--- src/rtl/fetch.sv ---
// Instruction fetch stage: owns the PC, single-outstanding imem requests,
// skid on stall, redirect flush. Optional MISALIGN_CHK_EN adds misalign_out.
module fetch #(
    parameter logic [31:0] RESET_PC  = 32'h0000_0000,
    parameter logic [31:0] NOP_INSTR = 32'h0000_0013
) (
    input  logic        clk,
    input  logic        reset,
    input  logic        stall,
    input  logic        redirect,
    input  logic [31:0] redirect_pc,
    output logic        imem_req,
    output logic [31:0] imem_addr,
    input  logic        imem_valid,
    input  logic [31:0] imem_data,
    output logic [31:0] IR_out,
    output logic [31:0] PC_out,
    output logic        valid_out
`ifdef MISALIGN_CHK_EN
    ,
    output logic        misalign_out
`endif
);

    typedef enum logic [1:0] {
        S_IDLE,
        S_WAIT,
        S_HOLD,
        S_DISCARD
    } state_t;

    state_t      r_state;
    logic [31:0] r_pc;
    logic        r_req;
    logic [31:0] r_addr;
    logic [31:0] r_ir;
    logic [31:0] r_pc_out;
    logic        r_valid;
    logic [31:0] r_skid_ir;
    logic [31:0] r_skid_pc;

    logic [31:0] w_pc_next;
    logic [31:0] w_tgt;
    logic        w_consume;

    assign w_pc_next = r_pc + 32'd4;
    assign w_tgt     = redirect_pc & ~32'h3;
    // read stage takes the current output at this edge
    assign w_consume = r_valid && !stall;

    always_ff @(posedge clk) begin
        if (reset) begin
            r_state   <= S_IDLE;
            r_pc      <= RESET_PC;
            r_req     <= 1'b0;
            r_addr    <= RESET_PC;
            r_ir      <= NOP_INSTR;
            r_pc_out  <= 32'd0;
            r_valid   <= 1'b0;
            r_skid_ir <= NOP_INSTR;
            r_skid_pc <= 32'd0;
        end else if (redirect) begin
            r_pc      <= w_tgt;
            r_addr    <= w_tgt;
            r_req     <= 1'b0;
            r_valid   <= 1'b0;
            r_ir      <= NOP_INSTR;
            r_skid_ir <= NOP_INSTR;
            r_skid_pc <= 32'd0;
            // an unanswered request still owes one response
            unique case (r_state)
                S_WAIT:    r_state <= imem_valid ? S_IDLE : S_DISCARD;
                S_DISCARD: r_state <= S_DISCARD;
                S_IDLE:    r_state <= S_IDLE;
                S_HOLD:    r_state <= S_IDLE;
            endcase
        end else begin
            unique case (r_state)
                S_IDLE: begin
                    r_req   <= 1'b1;
                    r_addr  <= r_pc;
                    r_state <= S_WAIT;
                    if (w_consume) begin
                        r_valid <= 1'b0;
                        r_ir    <= NOP_INSTR;
                    end
                end
                S_WAIT: begin
                    if (imem_valid) begin
                        r_pc <= w_pc_next;
                        if (!r_valid || !stall) begin
                            r_ir     <= imem_data;
                            r_pc_out <= r_pc;
                            r_valid  <= 1'b1;
                            r_addr   <= w_pc_next;
                        end else begin
                            r_skid_ir <= imem_data;
                            r_skid_pc <= r_pc;
                            r_req     <= 1'b0;
                            r_state   <= S_HOLD;
                        end
                    end else if (w_consume) begin
                        r_valid <= 1'b0;
                        r_ir    <= NOP_INSTR;
                    end
                end
                S_HOLD: begin
                    if (!stall) begin
                        r_ir     <= r_skid_ir;
                        r_pc_out <= r_skid_pc;
                        r_valid  <= 1'b1;
                        r_state  <= S_IDLE;
                    end
                end
                S_DISCARD: begin
                    r_req <= 1'b0;
                    if (imem_valid) begin
                        r_state <= S_IDLE;
                    end
                end
            endcase
        end
    end

`ifdef MISALIGN_CHK_EN
    logic r_misalign;

    always_ff @(posedge clk) begin
        if (reset) begin
            r_misalign <= 1'b0;
        end else begin
            r_misalign <= redirect && (redirect_pc[1:0] != 2'b00);
        end
    end

    assign misalign_out = r_misalign;
`endif

    assign imem_req  = r_req;
    assign imem_addr = r_addr;
    assign IR_out    = r_ir;
    assign PC_out    = r_pc_out;
    assign valid_out = r_valid;

endmodule

--- config.mk ---
export PLATFORM = sky130hd
export DESIGN_NAME = fetch
export DESIGN_NICKNAME = d
export VERILOG_FILES = /design/src/rtl/fetch.sv
export SDC_FILE = /design/constraint.sdc
export NUM_CORES = 1
export LEC_CHECK = 0
export BUFFER_PORTS_ARGS = -buffer_cell sky130_fd_sc_hd__buf_2
export CORE_MARGIN = 2
export CORE_UTILIZATION = 50
export CTS_CLUSTER_DIAMETER = 120
export DETAILED_ROUTE_END_ITERATION = 8
export HOLD_SLACK_MARGIN = 0.12
export PLACE_DENSITY_LB_ADDON = 0.15
export SETUP_SLACK_MARGIN = 0.5
export SYNTH_ARGS = -nofsm -noshare
export SYNTH_HDL_FRONTEND = slang
export SYNTH_SLANG_ARGS = --single-unit
--- constraint.sdc ---
create_clock -name clk -period 1.8 [get_ports clk]
set_input_delay 0.36 -clock clk [delete_from_list [all_inputs] [get_ports clk]]
set_output_delay 0.36 -clock clk [all_outputs]
set_load 0.03 [all_outputs]
**Word-level counts from Yosys, hierarchy flattened**

Cells that the tools add are included.

- Register bits: 196
- Bits of input ports: 69
- Output and inout bits: 98

- $add $sub $neg: 1
- Equal/unequal tests: 13
- Multiplexer cells: 32
- Bitwise logic cells: 2
- Reduce and logical (&&, ||, !) cells: 23

Operators by type and width:

| cell | count |
|---|---|
| 2-to-1 mux 32 bit | 13 |
| one-hot mux 32 bit (2 select lines) | 2 |
| one-hot mux 32 bit (3 select lines) | 1 |
| adder 32 x 3 -> 32 bit, second input constant | 1 |
| inequality test 3 bit, second input constant | 6 |
| AND reduction 3 bit | 5 |
| 2-to-1 mux 2 bit | 6 |
| nonzero test 3 bit | 3 |
| inequality test 2 bit, second input constant | 4 |
| one-hot mux 2 bit (4 select lines) | 1 |
| nonzero test 2 bit | 4 |
| 2-to-1 mux 1 bit | 6 |
| one-hot mux 1 bit (3 select lines) | 2 |
| one-hot mux 2 bit (3 select lines) | 1 |
| AND reduction 5 bit | 1 |
| equality test 2 bit, second input constant | 2 |
| AND reduction 2 bit | 2 |
| AND reduction 4 bit | 1 |
| OR reduction 2 bit | 2 |
| equality test 2 x 1 -> 1 bit, second input constant | 1 |
| zero test 1 bit | 2 |
| zero test 2 bit | 1 |
| NOT 1 bit | 2 |
| logical AND 1 bit | 1 |
| logical OR 1 bit | 1 |

**Depth between registers and ports, before layout**

- Depth after elaboration: 6
- Gate-level depth with buffers: 10
- Gate-level depth less buffers: 7

**Worst setup path before layout**

No wires, ideal clock.

- Kind: flip-flop to flip-flop
- Start: register r_state[1]
- End: register r_addr[19] (netlist: imem_addr[19])
- Arrival time: 1.824 ns
- Required time: 1.670 ns
- Slack: -0.154 ns
- Stages on the path, launching flop included: 10
- Path buffers: 2
- Clock period less this slack: 1.954 ns
- Path through: dfxtp_1 > inv_1 > ha_1 > buf_2 > and2_1 > buf_4 > a211oi_2 > nor2_1 > a21oi_1 > o22ai_1

- Longest elaborated chain between the ends: 3
- Elaborated cells on any way between the ends: 8

Ends and longest elaborated chain:

| item | line | RTL |
|---|---|---|
| start, declared | 32 | `state_t r_state;` |
| start signal, assigned | 72 | `S_WAIT: r_state <= imem_valid ? S_IDLE : S_DISCARD;` |
| equality test 2 x 1 -> 1 bit or zero test 2 bit (tied branches) | 78 | `unique case (r_state)` |
| inequality test 3 bit (no line) (tied with other cells) | n/a |  |
| AND reduction 3 bit (no line) or 2-to-1 mux 32 bit (tied branches) | n/a |  |
| end signal, assigned | 64 | `r_addr <= w_tgt;` |
| end signal, assigned | 81 | `r_addr <= r_pc;` |
| end signal, assigned | 95 | `r_addr <= w_pc_next;` |
| end, declared | 35 | `logic [31:0] r_addr;` |

Parallel ways exist; a longest one is shown, timed or not.
A chain may end at the register's enable or synchronous reset.

**Worst setup path in the final report**

- Start: register r_state[1]
- End: register r_addr[18] (netlist: imem_addr[18])

Same word-level chain as after synthesis.

==> metrics.yaml <==
global_route.overflow_total: 0
post-place-ws_ns: -0.00703
crit_slowest_cell: "sky130_fd_sc_hd__dfxtp_2"
finClkSkew_ns: 0.00901
io-pin-count: 167
core_um2: 17400
hold_depth: 3
vias_post_dr: 10000
row_count: 48
timing.setup.tns_ns: -0.137
min_path_type: "in -> reg"
timing.critical_path.to_type: "flip-flop"
final_critical_path_setup_slack_ns: -0.0466
layout_worst_path_cycle_share: 1.03
drc: 0
tritoncts: "built"
netlist.area_leader.share: 0.419
timing.critical_path.required_ns: 2.17
peakVddDrop_uv: 742
reg2regPathDepth: 9
synthesis.area_um2: 8980
dp.cells: 1476
drtPass1Iterations: 5
die_footprint_um2: 19000
syn-instance-count: 1081
max_slew_margin: 0.529
power_per_cell_area_nw_per_um2: 777
power.leakage_nw: 5.58
r2r_slack_ns: -0.05
synth_common_cells: "sky130_fd_sc_hd__dfxtp_1 (188), sky130_fd_sc_hd__nand2_1 (174), sky130_fd_sc_hd__nor2_1 (97)"
synth_async_sr_flop_share: 0
path_buf_inv: 3
cts-htree-levels: 4
worst_path_dominant_cell_family: "simple AND/OR/NAND/NOR gates"
synth.yosys.seq_area_share: 0.419
ys_warn_count: 0
maxCapViolations: 0
setup-violations-final: 6
clock_latency_ns: 0.44
drive_gt1_frac: 0.559
ant_nets: 0
fillers: 925
worstHoldEndpoint: "r_skid_ir[27]$_SDFFE_PP0P_"
total_power_mw: 11.4
final_design_area_no_fill_um2: 14600
timing.critical_path.depth: 9
holdWs_ns: 0.160
yosysTopAreaCell: "sky130_fd_sc_hd__dfxtp_1"
hold_path.startpoint: "imem_data[27]"
final_nets: 1434
outcome: "finished, violations left"
grt_pass1_vias: 8154
floorplan_die_height_um: 138
dpl-instance-area_um2: 10800
critical_path_arrival_ns: 2.22
finish.cell_count_without_fillers: 1598
rsz0062_at_grt: "true"
report.final.slew_viol_count: 0
syn_area_per_cell_um2: 8.30
crit_path_max_fanout: 7
grt_max_degree: 63
finalWeightedCongestion: 0.916
synth-main-ff-cell: "sky130_fd_sc_hd__dfxtp_1"
timing.critical_path.from_type: "flip-flop"
synth_to_final_area_change_pct: 62.9
io_buffers: 160
ys_ff_latch: 188
crit_reg_reg_endpoint: "imem_addr[18]$_SDFFE_PP0P_"
detailed_route_vias_per_instance: 6.26
period_minus_slack_ns: 1.85
tritoncts_num_sinks: 188
critical_path.reg2reg.startpoint: "r_state[1]$_SDFFE_PP0P_"
number_of_hold_violations_in_the_final_report: 0
actual_slew_at_the_worst_max_slew_pin_ns: 0.707
detail_route.iter0.violations: 888
tritoncts.num_buffers: 17
crit_path_frequent_cell: "sky130_fd_sc_hd__buf_6"
route.final.wire_length_um: 35900
hpwl_um: 18200
clockRootBuffer: "sky130_fd_sc_hd__clkbuf_16"
hold_bufs_at_cts: 0
grt_usage: 0.293
critical_path.cell_chain: "inv_4, ha_4, buf_6, and3_4, buf_6, nand3_4, nor3b_1, o21ai_1, a21oi_2"
starting_utilization_of_the_core_area: 0.515
post-route-util: 0.840
antenna_found_initial: 1
top_cells_by_area_synth: "sky130_fd_sc_hd__dfxtp_1 (42%), sky130_fd_sc_hd__nand2_1 (7.3%), sky130_fd_sc_hd__a21oi_1 (5.0%)"
achievable-frequency_mhz: 542
grt_first_pass_wirelength_um: 42900
max-clock-path-buffers: 2
failing_checks: "setup timing"
regArea_um2: 3860
yosys.cell_count.top_type: "sky130_fd_sc_hd__dfxtp_1"
count_of_flip_flops_with_a_built_in_enable_after_synthesis: 0
die-width_um: 138
worst-setup-path-type: "reg -> reg"
clock_transition_at_path_regs_ns: 0.08
multi_input_area_um2: 6510
synth_cell_types: 58
routed_wire_length_per_instance_um: 22.4
timing.critical_path.slowest_cell_delay_ns: 0.34
power by group:
group          total (mW)  internal, mW  switching [mW]
registers            4.54          4.35           0.183
logic                2.88          1.25            1.63
clock network        3.96          2.05            1.90
total                11.4          7.66            3.71
how the worst max path moves through the flow:
stage / slack (ns) / from / end
final: -0.05 / r_state[1]$_SDFFE_PP0P_ / imem_addr[18]$_SDFFE_PP0P_
after detailed placement: -0.007 / r_state[1]$_SDFFE_PP0P_ / IR_out[18]$_SDFFE_PP0P_
after CTS: 0.08 / r_pc[18]$_SDFFE_PP0P_ / r_pc[25]$_SDFFE_PP0P_
after floorplan: -0.05 / r_state[1]$_SDFFE_PP0P_ / IR_out[10]$_SDFFE_PP0P_
after global placement: 0.03 / r_state[1]$_SDFFE_PP0P_ / IR_out[18]$_SDFFE_PP0P_
after global routing: -0.12 / r_state[1]$_SDFFE_PP0P_ / imem_addr[18]$_SDFFE_PP0P_
area by class of cell:
class                           instances  share of cell area
Multi-Input combinational cell        781               0.445
Sequential cell                       188               0.264
Timing Repair Buffer                  365               0.228
Clock buffer                           19              0.0310
Tap cell                              225              0.0193
Clock inverter                         13              0.0104
Inverter                                5             0.00163
Antenna cell                            2            0.000342
repair_timing:
| item | CTS | global route |
|---|---|---|
| resized for setup | 167 | 467 |
| setup buffers | 24 | 43 |
| setup endpoints to repair | 281 | 282 |
| hold endpoints to repair | 0 | 0 |
| gates cloned | 12 | 9 |
| pin swaps | 113 | 154 |
metal layers:
metal | vias up | wire (µm) | track usage | part of all wire
met2 | 629 | 17100 | 0.435 | 0.48
li1 | 4369 | - | - | -
met4 | 0 | 1360 | 0.105 | 0.038
met3 | 127 | 3180 | 0.0409 | 0.089
met5 | - | 0 | 0 | 0
met1 | 4877 | 14300 | 0.431 | 0.40
state kept, by name, summed over array words and instances, names as in the netlist:
register,count
valid_out,1
imem_req,1
r_pc,30
r_state,2
PC_out,30
IR_out,32
imem_addr,30
r_skid_pc,30
r_skid_ir,32
worst min-delay path: stages:
cell and delay [ns]:
sky130_fd_sc_hd__buf_2 0.10, sky130_fd_sc_hd__nand2_1 0.05, sky130_fd_sc_hd__a21oi_1 0.05
cell families after synthesis:
| kind of cell | synth area share |
|---|---|
| and+or+nand+nor | 0.206 |
| xor gates and xnor gates | 0.0498 |
| muxes | 0.0379 |
| buffers and inverters | 0.0619 |
| AOI/OAI and AO/OA | 0.215 |
| DFF | 0.419 |
| other | 0.000418 |
| adders and majority gates | 0.00976 |
layout by cell type (no fill, tap or decap), types with 31 or more instances in the layout:
master                     count
sky130_fd_sc_hd__a211oi_2     36
sky130_fd_sc_hd__a21oi_2      58
sky130_fd_sc_hd__a22o_1       32
sky130_fd_sc_hd__a22oi_2      31
sky130_fd_sc_hd__buf_2       131
sky130_fd_sc_hd__buf_4       112
sky130_fd_sc_hd__buf_6        78
sky130_fd_sc_hd__dfxtp_1     140
sky130_fd_sc_hd__dfxtp_2      34
sky130_fd_sc_hd__nand2_1      93
sky130_fd_sc_hd__nand2_4      55
sky130_fd_sc_hd__nor2_1       85
(Power assumes the default switching activity.)
